==> config.mk <==
export PLATFORM = sky130hd
export DESIGN_NAME = mc_control_fsm_flat
export DESIGN_NICKNAME = d
export VERILOG_FILES = /design/src/rtl/ctrl_pkg.sv /design/src/rtl/mc_control_fsm_if.sv /design/src/rtl/mc_control_fsm.sv /design/src/flat_wrapper.sv
export SDC_FILE = /design/constraint.sdc
export NUM_CORES = 1
export LEC_CHECK = 0
export BUFFER_PORTS_ARGS = -buffer_cell sky130_fd_sc_hd__buf_2
export CAP_MARGIN = 10
export CORE_ASPECT_RATIO = 0.9
export CORE_UTILIZATION = 46
export DETAILED_ROUTE_END_ITERATION = 12
export HOLD_SLACK_MARGIN = 0.03
export PLACE_DENSITY = 0.73
export SYNTH_ARGS = -nofsm -noshare
export SYNTH_HDL_FRONTEND = slang
export SYNTH_SLANG_ARGS = --single-unit
==> constraint.sdc <==
create_clock -name clk -period 1.8 [get_ports clk]
set_input_delay 0.09 -clock clk [delete_from_list [all_inputs] [get_ports clk]]
set_output_delay 0.09 -clock clk [all_outputs]
set_load 0.02 [all_outputs]
==> src/rtl/ctrl_pkg.sv <==
// Shared control definitions for the multicycle ARM controller and datapath.
// Holds the controller state encoding and the select encodings used by the
// ALU operand muxes and the result mux.
package ctrl_pkg;

    typedef enum logic [3:0] {
        FETCH    = 4'd0,
        DECODE   = 4'd1,
        MEMADR   = 4'd2,
        MEMRD    = 4'd3,
        MEMWB    = 4'd4,
        MEMWR    = 4'd5,
        EXECUTER = 4'd6,
        EXECUTEI = 4'd7,
        ALUWB    = 4'd8,
        ALUWB2   = 4'd9,
        BRANCH   = 4'd10,
        UNKNOWN  = 4'd11
    } state_t;

    localparam logic [1:0] SRCA_RN       = 2'b00;
    localparam logic [1:0] SRCA_PC       = 2'b01;
    localparam logic [1:0] SRCA_ALUOUT   = 2'b10;

    localparam logic [1:0] SRCB_RM       = 2'b00;
    localparam logic [1:0] SRCB_EXTIMM   = 2'b01;
    localparam logic [1:0] SRCB_FOUR     = 2'b10;

    localparam logic [1:0] RES_ALUOUT    = 2'b00;
    localparam logic [1:0] RES_READDATA  = 2'b01;
    localparam logic [1:0] RES_ALURESULT = 2'b10;
    localparam logic [1:0] RES_ALUOUT2   = 2'b11;

endpackage

==> src/rtl/mc_control_fsm_if.sv <==
// Memory-side handshake between the controller and instruction/data memory.
//   mem_ready : memory completes the current access this cycle
//   AdrSrc    : 0 = PC, 1 = ALUOut drives the memory address
//   MemW      : memory write enable (before condition check)
//   IRWrite   : load the instruction register from read data
interface mc_control_fsm_if;
    logic mem_ready;
    logic AdrSrc;
    logic MemW;
    logic IRWrite;

    modport master (input mem_ready, output AdrSrc, output MemW, output IRWrite);
    modport slave  (output mem_ready, input AdrSrc, input MemW, input IRWrite);
endinterface

==> src/rtl/mc_control_fsm.sv <==
// Main multicycle control FSM: fetch/decode/execute/memory/writeback
// sequencing plus a second writeback cycle for the long-multiply high word.
//   clk, reset      : clock, synchronous active-low reset
//   mem             : memory handshake (mem_ready in; AdrSrc, MemW, IRWrite out)
//   op, funct       : instruction fields, sampled in DECODE / MEMADR
//   mul_long        : UMULL/SMULL flag, sampled in ALUWB
//   NextPC .. Branch: datapath selects and enables
//   state           : current state (debug)
//   retired         : instructions returned to FETCH, wraps
//
// state    | meaning
// FETCH    | read instruction at PC, PC+4 computed, wait for mem_ready
// DECODE   | register read, PC+8 formed, dispatch on op
// MEMADR   | compute Rn + ExtImm load/store address
// MEMRD    | read data memory, wait for mem_ready
// MEMWB    | write ReadData to Rd
// MEMWR    | write data memory, held until mem_ready
// EXECUTER | ALU op with register operand
// EXECUTEI | ALU op with immediate operand
// ALUWB    | write ALUOut to Rd
// ALUWB2   | write ALUOut2 to RdHi (long multiply only)
// BRANCH   | PC + offset
// UNKNOWN  | undefined op, sticky until reset
module mc_control_fsm
    import ctrl_pkg::*;
#(
    parameter int CNT_W = 32
) (
    input  logic             clk,
    input  logic             reset,
    mc_control_fsm_if.master mem,
    input  logic [1:0]       op,
    input  logic [5:0]       funct,
    input  logic             mul_long,
    output logic             NextPC,
    output logic [1:0]       ALUSrcA,
    output logic [1:0]       ALUSrcB,
    output logic             ALUOp,
    output logic [1:0]       ResultSrc,
    output logic             RegW,
    output logic             RegHiSel,
    output logic             Branch,
    output logic [3:0]       state,
    output logic [CNT_W-1:0] retired
);

    state_t            state_q, state_d;
    logic [CNT_W-1:0]  retired_q;
    logic              irwrite, adrsrc, memw;
    logic              unused_funct;

    assign unused_funct = ^funct[4:1];

    always_comb begin
        state_d   = state_q;
        irwrite   = 1'b0;
        NextPC    = 1'b0;
        adrsrc    = 1'b0;
        ALUSrcA   = SRCA_RN;
        ALUSrcB   = SRCB_RM;
        ALUOp     = 1'b0;
        ResultSrc = RES_ALUOUT;
        RegW      = 1'b0;
        RegHiSel  = 1'b0;
        memw      = 1'b0;
        Branch    = 1'b0;
        case (state_q)
            FETCH: begin
                ALUSrcA   = SRCA_PC;
                ALUSrcB   = SRCB_FOUR;
                ResultSrc = RES_ALURESULT;
                if (mem.mem_ready) begin
                    irwrite = 1'b1;
                    NextPC  = 1'b1;
                    state_d = DECODE;
                end
            end
            DECODE: begin
                ALUSrcA   = SRCA_PC;
                ALUSrcB   = SRCB_FOUR;
                ResultSrc = RES_ALURESULT;
                case (op)
                    2'b00:   state_d = funct[5] ? EXECUTEI : EXECUTER;
                    2'b01:   state_d = MEMADR;
                    2'b10:   state_d = BRANCH;
                    default: state_d = UNKNOWN;
                endcase
            end
            MEMADR: begin
                ALUSrcA = SRCA_RN;
                ALUSrcB = SRCB_EXTIMM;
                state_d = funct[0] ? MEMRD : MEMWR;
            end
            MEMRD: begin
                adrsrc = 1'b1;
                if (mem.mem_ready) state_d = MEMWB;
            end
            MEMWB: begin
                ResultSrc = RES_READDATA;
                RegW      = 1'b1;
                state_d   = FETCH;
            end
            MEMWR: begin
                adrsrc = 1'b1;
                memw   = 1'b1;
                if (mem.mem_ready) state_d = FETCH;
            end
            EXECUTER, EXECUTEI: begin
                ALUSrcA = SRCA_RN;
                ALUSrcB = (state_q == EXECUTEI) ? SRCB_EXTIMM : SRCB_RM;
                ALUOp   = 1'b1;
                state_d = ALUWB;
            end
            ALUWB: begin
                ResultSrc = RES_ALUOUT;
                RegW      = 1'b1;
                state_d   = mul_long ? ALUWB2 : FETCH;
            end
            ALUWB2: begin
                ResultSrc = RES_ALUOUT2;
                RegHiSel  = 1'b1;
                RegW      = 1'b1;
                state_d   = FETCH;
            end
            BRANCH: begin
                ALUSrcA   = SRCA_ALUOUT;
                ALUSrcB   = SRCB_EXTIMM;
                ResultSrc = RES_ALURESULT;
                Branch    = 1'b1;
                state_d   = FETCH;
            end
            default: state_d = UNKNOWN;
        endcase
        // Suppress all architectural writes while reset is held, even if the
        // register still shows a write state from before reset.
        if (!reset) begin
            irwrite = 1'b0;
            NextPC  = 1'b0;
            RegW    = 1'b0;
            memw    = 1'b0;
            Branch  = 1'b0;
        end
    end

    always_ff @(posedge clk) begin
        if (!reset) begin
            state_q   <= FETCH;
            retired_q <= '0;
        end else begin
            state_q <= state_d;
            if (state_d == FETCH && state_q != FETCH)
                retired_q <= retired_q + CNT_W'(1);
        end
    end

    assign mem.IRWrite = irwrite;
    assign mem.AdrSrc  = adrsrc;
    assign mem.MemW    = memw;
    assign state       = state_q;
    assign retired     = retired_q;

endmodule

==> src/flat_wrapper.sv <==
// flat-port wrapper written by rule: the top's interface ports become plain ports
module mc_control_fsm_flat import ctrl_pkg::*;
#(
    parameter int CNT_W = 32
)
  (clk, reset, op, funct, mul_long, NextPC, ALUSrcA, ALUSrcB, ALUOp, ResultSrc, RegW, RegHiSel, Branch, state, retired, mem_mem_ready, mem_AdrSrc, mem_MemW, mem_IRWrite);
  mc_control_fsm_if mem_i ();
  input  logic clk;
  input  logic reset;
  input  logic [1:0] op;
  input  logic [5:0] funct;
  input  logic mul_long;
  output logic NextPC;
  output logic [1:0] ALUSrcA;
  output logic [1:0] ALUSrcB;
  output logic ALUOp;
  output logic [1:0] ResultSrc;
  output logic RegW;
  output logic RegHiSel;
  output logic Branch;
  output logic [3:0] state;
  output logic [CNT_W-1:0] retired;
  input wire logic [$bits(mem_i.mem_ready)-1:0] mem_mem_ready;
  output wire logic [$bits(mem_i.AdrSrc)-1:0] mem_AdrSrc;
  output wire logic [$bits(mem_i.MemW)-1:0] mem_MemW;
  output wire logic [$bits(mem_i.IRWrite)-1:0] mem_IRWrite;
  assign mem_i.mem_ready = mem_mem_ready;
  assign mem_AdrSrc = mem_i.AdrSrc;
  assign mem_MemW = mem_i.MemW;
  assign mem_IRWrite = mem_i.IRWrite;
  mc_control_fsm #(.CNT_W(CNT_W)) u_core (.clk(clk), .reset(reset), .mem(mem_i), .op(op), .funct(funct), .mul_long(mul_long), .NextPC(NextPC), .ALUSrcA(ALUSrcA), .ALUSrcB(ALUSrcB), .ALUOp(ALUOp), .ResultSrc(ResultSrc), .RegW(RegW), .RegHiSel(RegHiSel), .Branch(Branch), .state(state), .retired(retired));
endmodule
Word-level counts from Yosys, hierarchy flattened
Cells that the tools add are included.
- flip-flop bits (word level): 36
- output and inout port bits: 50
- logic and storage cells: 51
- add/subtract/negate cells: 1
- eq/ne operators: 12
- multiplexer cells: 24
- reduce and logical (&&, ||, !) cells: 12
- operators by type and width (operator ; number):
    adder 32 x 1 -> 32 bit, second input constant ; 1
    one-hot mux 4 bit (8 select lines) ; 1
    equality test 4 x 3 -> 1 bit, second input constant ; 4
    two-way mux 4 bit ; 4
    two-way mux 1 bit ; 14
    equality test 4 bit, second input constant ; 3
    one-hot mux 2 bit (3 select lines) ; 2
    one-hot mux 4 bit (3 select lines) ; 1
    OR reduction 3 bit ; 3
    equality test 4 x 2 -> 1 bit, second input constant ; 2
    logical NOT 4 bit ; 2
    OR reduction 2 bit ; 4
    equality test 4 x 1 -> 1 bit, second input constant ; 1
    one-hot mux 2 bit (2 select lines) ; 1
    nonzero test 4 bit ; 1
    two-way mux 3 bit ; 1
    equality test 2 x 1 -> 1 bit, second input constant ; 1
    equality test 2 bit, second input constant ; 1
    logical NOT 2 bit ; 1
    logical AND 1 bit ; 1

Logic depth before layout (Yosys ltp)
Gate-level depths: netlist of the first run.
- depth after elaboration: 5
- depth in mapped cells: 9

Least setup slack after synthesis of the first run
No wires, ideal clock.
- path kind: reg2reg
- start point: reg u_core.state_q[1], in the netlist u_core.state[1]
- end point: reg u_core.retired_q[23], in the netlist u_core.retired[23]
- arrival: 2192 ps
- required time: 1730 ps
- slack: -462 ps
- cell stages (with the launch flop): 10
- buffers on the path: 3
- clock period less this slack: 2262 ps
- path through: dfxtp_1 -> buf_4 -> nor3_1 -> a22o_1 -> a221oi_2 -> nand4_2 -> clkbuf_2 -> buf_2 -> o21ai_0 -> a21oi_1
- longest elaborated chain between the ends: 5
- ends and longest elaborated chain (item ; RTL line ; source):
    from (decl) ; mc_control_fsm.sv:47 ; state_t state_q, state_d;
    from (signal assigned) ; mc_control_fsm.sv:150 ; state_q <= state_d;
    equality test 4 x 3 -> 1 bit or equality test 4 bit (tied branches) ; mc_control_fsm.sv:67 ; case (state_q)
    OR reduction 3 bit (no source line) or OR reduction 2 bit (tied branches) ; - ;
    one-hot mux 4 bit (8 select lines) ; mc_control_fsm.sv:67 ;
    logical NOT 4 bit ; mc_control_fsm.sv:151 ; if (state_d == FETCH && state_q != FETCH)
    logical AND 1 bit * ; mc_control_fsm.sv:151 ;
    to (signal assigned) ; mc_control_fsm.sv:152 ; retired_q <= retired_q + CNT_W'(1);
    to (decl) ; mc_control_fsm.sv:48 ; logic [CNT_W-1:0] retired_q;
Mark *: on every way between the ends. The rest lies on a longest branch, timed or not.
A chain may end at the register's enable or synchronous reset.

Worst setup path after layout of the first run
- start point: reg u_core.state_q[1], in the netlist u_core.state[1]
- end point: reg u_core.retired_q[4], in the netlist u_core.retired[4]
Same word-level chain as after synthesis.

==> run_results.csv, run 1 <==
group,metric,value,unit
min_path,hp-start,"op[1]",
synthesis,ys_warn_count,0,
clock_tree,cts_sinks,36,
drt,drc,0,
place,portBuffers,57,
setup_path,start_kind,"register",
synthesis,yosys.area.top_type_share,34.99,%
timing,period_share,121.6,%
drt,drt_wl_total,6604,um
run_status,violations,"setup timing",
timing,max_freq,456.7,MHz
clock_tree,cts_buffer_depth,2,
die,core_area,4184,um^2
global_routing,grt_overflow,0,
synthesis,synthTopCellsByCount,"a21oi_1 (36), dfxtp_1 (36), or3_1 (28)",
place,placed_cells,424,
global_routing,grt_pass1_vias,2145,
drt,first_pass_iters,5,
global_routing,grt_pass1_wl,9625,um
clock_tree,cts_tree,"yes",
drt,via_per_inst,5.799,
setup_path,required,2.01,ns
die,num_rows,22,
synthesis,synth_area_leaders,"dfxtp_1 (35%), a21oi_1 (8.7%), or3_1 (8.5%)",
synthesis,synth_cell_types,44,
clock_tree,hold_buffers,0,
power_and_ir_drop,ir_drop,0.4736,mV
setup_path,crit_path_max_fanout,11,
run_status,status,"complete, but fails checks",
setup_path,cp.arrival,2.40,ns
synthesis,synth-seq-area-share,34.99,%
power_and_ir_drop,p_int,1.597,mW
cells_and_area,fill_cells,313,
drt,wl_per_cell,14.91,um
synthesis,syn_avg_cell_area,7.742,um^2
setup_path,timing.rr.start,"u_core.state[1]",
power_and_ir_drop,powerDensity,745.9,nW/um^2
clock_tree,h-tree-depth,2,
timing,finalCriticalPeriod,2.190,ns
synthesis,synth-edff-count,0,
power_and_ir_drop,clkPwrFrac,27.1,%
setup_path,worst_setup_path_end_kind,"register",
cells_and_area,final_cells,443,
die,die_width,72.53,um
cells_and_area,fin_nets,395,
clock_tree,clk_pin_slew,0.07,ns
timing,finalHoldViolations,0,
synthesis,synth-main-ff-cell,"dfxtp_1",
cells_and_area,drive_gt1_share,45.17,%
power_and_ir_drop,p_sw_share,33.10,%
synthesis,synthArstFlopShare,0,%
synthesis,yosys.area.top_type,"dfxtp_1",
synthesis,ys_seq_elements,36,
power_and_ir_drop,cellLeakagePower,1.384,nW
power_and_ir_drop,combPwrFrac,37.2,%
die,ioPinCount,62,
timing,setup_viol,34,
clock_tree,cts-root-buf,"clkbuf_8",
synthesis,netlist_instances,266,
place,place.gp.congestion,0.7953,
cells_and_area,diodes,0,
timing,rsz0062_at_grt,"yes",
synthesis,synth_area,2059,um^2
drt,vias,2569,
timing,max_slew_margin,63.35,%
timing,slew_viol_final,0,
synthesis,syn_nets,279,
die,dieArea,4749,um^2
die,initial_utilization,49.22,%
die,die_h,65.48,um
place,hpwl,4133,um
global_routing,grt.total_usage,25.64,%
timing,fin_skew,0.006314,ns
min_path,hold_class,"in -> reg",
drt,drt_first_iter_violations,198,
timing,tightest_slew,0.5486,ns
setup_path,worstSetupPathType,"reg -> reg",
global_routing,antenna_found_initial,0,
clock_tree,cts-buffers-inserted,5,
clock_tree,insertion_delay,0.29,ns
place,place_ws,-0.2991,ns
power_and_ir_drop,switchingPower,0.7899,mW
drt,ant_nets,0,
timing,setup_ws,-0.3895,ns
global_routing,grt_max_degree,37,
flow_run,drv_cap,0,
cells_and_area,area_delta_synth_final,55.35,%
power_and_ir_drop,seq_power_share,35.7,%
setup_path,crit_path_start,"u_core.state[1]",
power groups by stage:
stage	sequential [mW]	clock [mW]	combinational (mW)
CTS	0.852	0.654	0.631
global route	0.855	0.691	0.940
global placement	0.871	0	0.584
detailed placement	0.874	0	0.594
finish	0.853	0.646	0.888
floorplan	0.867	0	0.424
per-stage QoR:
step	TNS (ns)	hold slack (ns)	power, mW	util [%]	instance area [um^2]
6_report	-9.713	0.3137	2.386	76.47	3199
5_1_grt	-12.69	0.3232	2.486	76.47	3199
3_3_place_gp	-4.942	0.4746	1.455	68.66	2873
3_5_place_dp	-6.317	0.4909	1.468	68.66	2873
4_1_cts	-6.481	0.2453	2.137	72.07	3015
2_1_floorplan	-5.510	0.2684	1.292	-	2187
what timing repair did:
item                       in CTS  in global routing
setup buffers                   4                  4
resized for setup               4                 21
gates cloned                    0                  3
setup endpoints to repair      35                 35
pin swaps                       0                 15
logic make-up (layout without fill, tap and decap cells):
family	after synthesis	count (layout)	share of synthesized area, %
multiplexers	1	1	0.4860
AO/OA/AOI/OAI	79	79	22.30
buffers and inverters	22	139	5.589
XOR/XNOR	2	2	0.8507
adder cells (fa/ha/maj)	1	1	0.6074
AND/OR/NAND/NOR	125	125	35.18
flip-flops	36	36	34.99
state kept, by name, indices dropped and copies added (netlist names):
| name | count |
|---|---|
| u_core.retired | 32 |
| u_core.state | 4 |
area by class of cell:
class	count	area, um^2	area share (%)
tap	60	75.07	2.346
timing repair buffer	128	900.9	28.16
sequential	36	747.0	23.35
multi-input combinational	208	1363	42.59
clock buffer	7	97.59	3.050
inverter	3	11.26	0.3520
clock inverter	1	5.005	0.1564
final timing paths:
check / to / slack [ns] / cells after the start
max: u_core.retired[4] / -0.39 / 7
min: u_core.state[3] / 0.31 / 4
max reg2reg: u_core.retired[4] / -0.39 / 7
min reg2reg: u_core.retired[27] / 0.51 / 2
worst max-delay path, stage by stage (launching register included):
cell	delay, ns
dfxtp_4	0.42
nand2b_4	0.16
a211oi_2	0.05
o41ai_4	0.40
nand4_4	0.25
buf_12	0.21
or4_1	0.47
a21oi_1	0.15
metal layers:
layer	wire [um]	vias up	track usage (%)
li1	-	1226	-
met2	3290	101	42.29
met1	2777	1226	34.03
met3	409	16	5.368
met5	0	-	0
met4	127	0	6.618
cells in the final DEF (no fill, tap or decap), types with 6 or more instances in the layout:
| cell type | n |
|---|---|
| o31ai_1 | 6 |
| or3_1 | 28 |
| o21ai_0 | 17 |
| dfxtp_1 | 23 |
| or4_1 | 7 |
| buf_2 | 55 |
| nand2_1 | 15 |
| dfxtp_2 | 9 |
| buf_4 | 68 |
| a21oi_1 | 35 |
| and3_1 | 10 |
| nand3_1 | 12 |
| o21ai_1 | 9 |
| nor2_1 | 14 |
No activity file was read; power rests on OpenSTA's default activity.
==> run 2, diff against run 1 <==
Settings changed: REMOVE_ABC_BUFFERS set to 1.
==> run_results.csv, run 2 (synthesis results as in run 1) <==
group,metric,value,unit
setup_path,worst_setup_path_end_kind,"register",
die,die_h,65.48,um
die,dieArea,4749,um^2
setup_path,cp_common_cell,"buf_6",
timing,fin_skew,0.007346,ns
cells_and_area,fin_area,3348,um^2
drt,wl_per_cell,17.42,um
drt,ant_nets,0,
die,core_area,4184,um^2
cells_and_area,final_util,80.02,%
timing,final.setup.tns,-11.78,ns
power_and_ir_drop,p_total,2.777,mW
drt,drc,0,
clock_tree,cts_tree,"yes",
cells_and_area,drive_gt1_share,47.51,%
setup_path,crit_family,"compound AO/OA/AOI/OAI gates",
drt,drt_first_iter_violations,221,
timing,finalHoldViolations,0,
global_routing,grt_pass1_vias,2362,
clock_tree,cts_buffer_depth,2,
setup_path,cp_slowest_cell,"dfxtp_4",
cells_and_area,final_cell_mix,"buf_2 (55), buf_4 (53), dfxtp_1 (32), a21oi_1 (28), or3_1 (22)",
drt,first_pass_iters,4,
setup_path,required,1.97,ns
setup_path,cp_slowest_stage_delay,0.37,ns
clock_tree,insertion_delay,0.29,ns
cells_and_area,fin_nets,393,
place,placed_area,2725,um^2
cells_and_area,final_cells,441,
setup_path,start_kind,"register",
timing,max_slew_margin,71.24,%
die,die_width,72.53,um
power_and_ir_drop,cellLeakagePower,1.393,nW
setup_path,cp.arrival,2.39,ns
global_routing,grt.total_usage,31.46,%
run_status,violations,"setup timing",
timing,rsz0062_at_grt,"yes",
timing,finalCriticalPeriod,2.222,ns
setup_path,worstSetupPathType,"reg -> reg",
clock_tree,cts-buffers-inserted,5,
clock_tree,cts-root-buf,"clkbuf_8",
cells_and_area,area_delta_synth_final,62.58,%
run_status,status,"complete, but fails checks",
global_routing,antenna_found_initial,0,
global_routing,grt_overflow,0,
timing,setup_ws,-0.4221,ns
place,portBuffers,57,
timing,slew_viol_final,0,
power_and_ir_drop,ir_drop,0.6738,mV
die,ioPinCount,62,
drt,vias,2590,
cells_and_area,largest_reg_flops,32,
die,num_rows,22,
timing,period_share,123.5,%
place,placed_cells,416,
cells_and_area,diodes,0,
place,hpwl,3975,um
drt,via_per_inst,5.873,
die,initial_utilization,49.22,%
timing,tightest_slew,0.4314,ns
drt,drt_wl_total,7681,um
setup_path,crit_chain,"buf_6 -> mux2i_1 -> a32oi_1 -> o22a_1 -> nand4_2 -> buf_6 -> buf_4 -> buf_16 -> o31ai_1 -> a21oi_2",
timing,max_freq,450.0,MHz
setup_path,crit_path_max_fanout,16,
place,place.gp.congestion,0.8960,
cells_and_area,final_common_cell,"buf_2",
clock_tree,cts_sinks,36,
flow_run,drv_cap,0,
power_and_ir_drop,powerDensity,829.3,nW/um^2
min_path,hold_class,"in -> reg",
global_routing,grt_pass1_wl,11380,um
timing,setup_viol,34,
clock_tree,hold_buffers,0,
clock_tree,clk_pin_slew,0.08,ns
clock_tree,h-tree-depth,2,
setup_path,path_buf_inv,4,
place,place_ws,-0.3541,ns
timing,hold_ws,0.4121,ns
global_routing,grt_max_degree,37,
[run 2: what timing repair did]
action,CTS,global route
gates resized for setup,47,31
pin swaps,54,14
hold endpoints to repair,0,0
endpoints found under the setup margin,35,35
setup buffers,9,3
gates cloned,5,0
[run 2: layout make-up]
| class | instances | area, um^2 |
|---|---|---|
| multi-input combinational | 208 | 1418 |
| timing repair buffer | 126 | 982.2 |
| fill | 271 | 835.8 |
| sequential | 36 | 735.7 |
| clock buffer | 7 | 96.34 |
| tap | 60 | 75.07 |
| clock inverter | 1 | 30.03 |
| inverter | 3 | 11.26 |
[run 2: worst paths after layout]
path	startpoint	end	slack [ns]	cells after the start
setup / recovery	u_core.state[1]	u_core.retired[15]	-0.42	10
hold / removal	op[1]	u_core.state[3]	0.41	5
setup reg to reg	u_core.state[1]	u_core.retired[15]	-0.42	10
hold reg to reg	u_core.retired[27]	u_core.retired[27]	0.50	2
[run 2: metal layers]
layer  vias to the layer above  track usage [%]  part of all wire [%]
met3                        24            5.675                   6.1
met2                       116            55.26                    50
li1                       1214                -                     -
met5                         -                0                     0
met4                         0            12.25                   3.2
met1                      1236            37.88                    40
[run 2: worst register-to-register path: stages (launching register included)]
cell and delay [ns]:
dfxtp_4 0.37, buf_6 0.14, mux2i_1 0.13, a32oi_1 0.20
o22a_1 0.23, nand4_2 0.13, buf_6 0.16, buf_4 0.16
buf_16 0.16, o31ai_1 0.33, a21oi_2 0.08
[run 2: power by group]
group	internal (mW)	switching [mW]	leakage, nW	total, mW
Clock	0.489	0.295	0.0645	0.784
Combinational	0.580	0.573	1.03	1.15
Sequential	0.813	0.0271	0.293	0.840
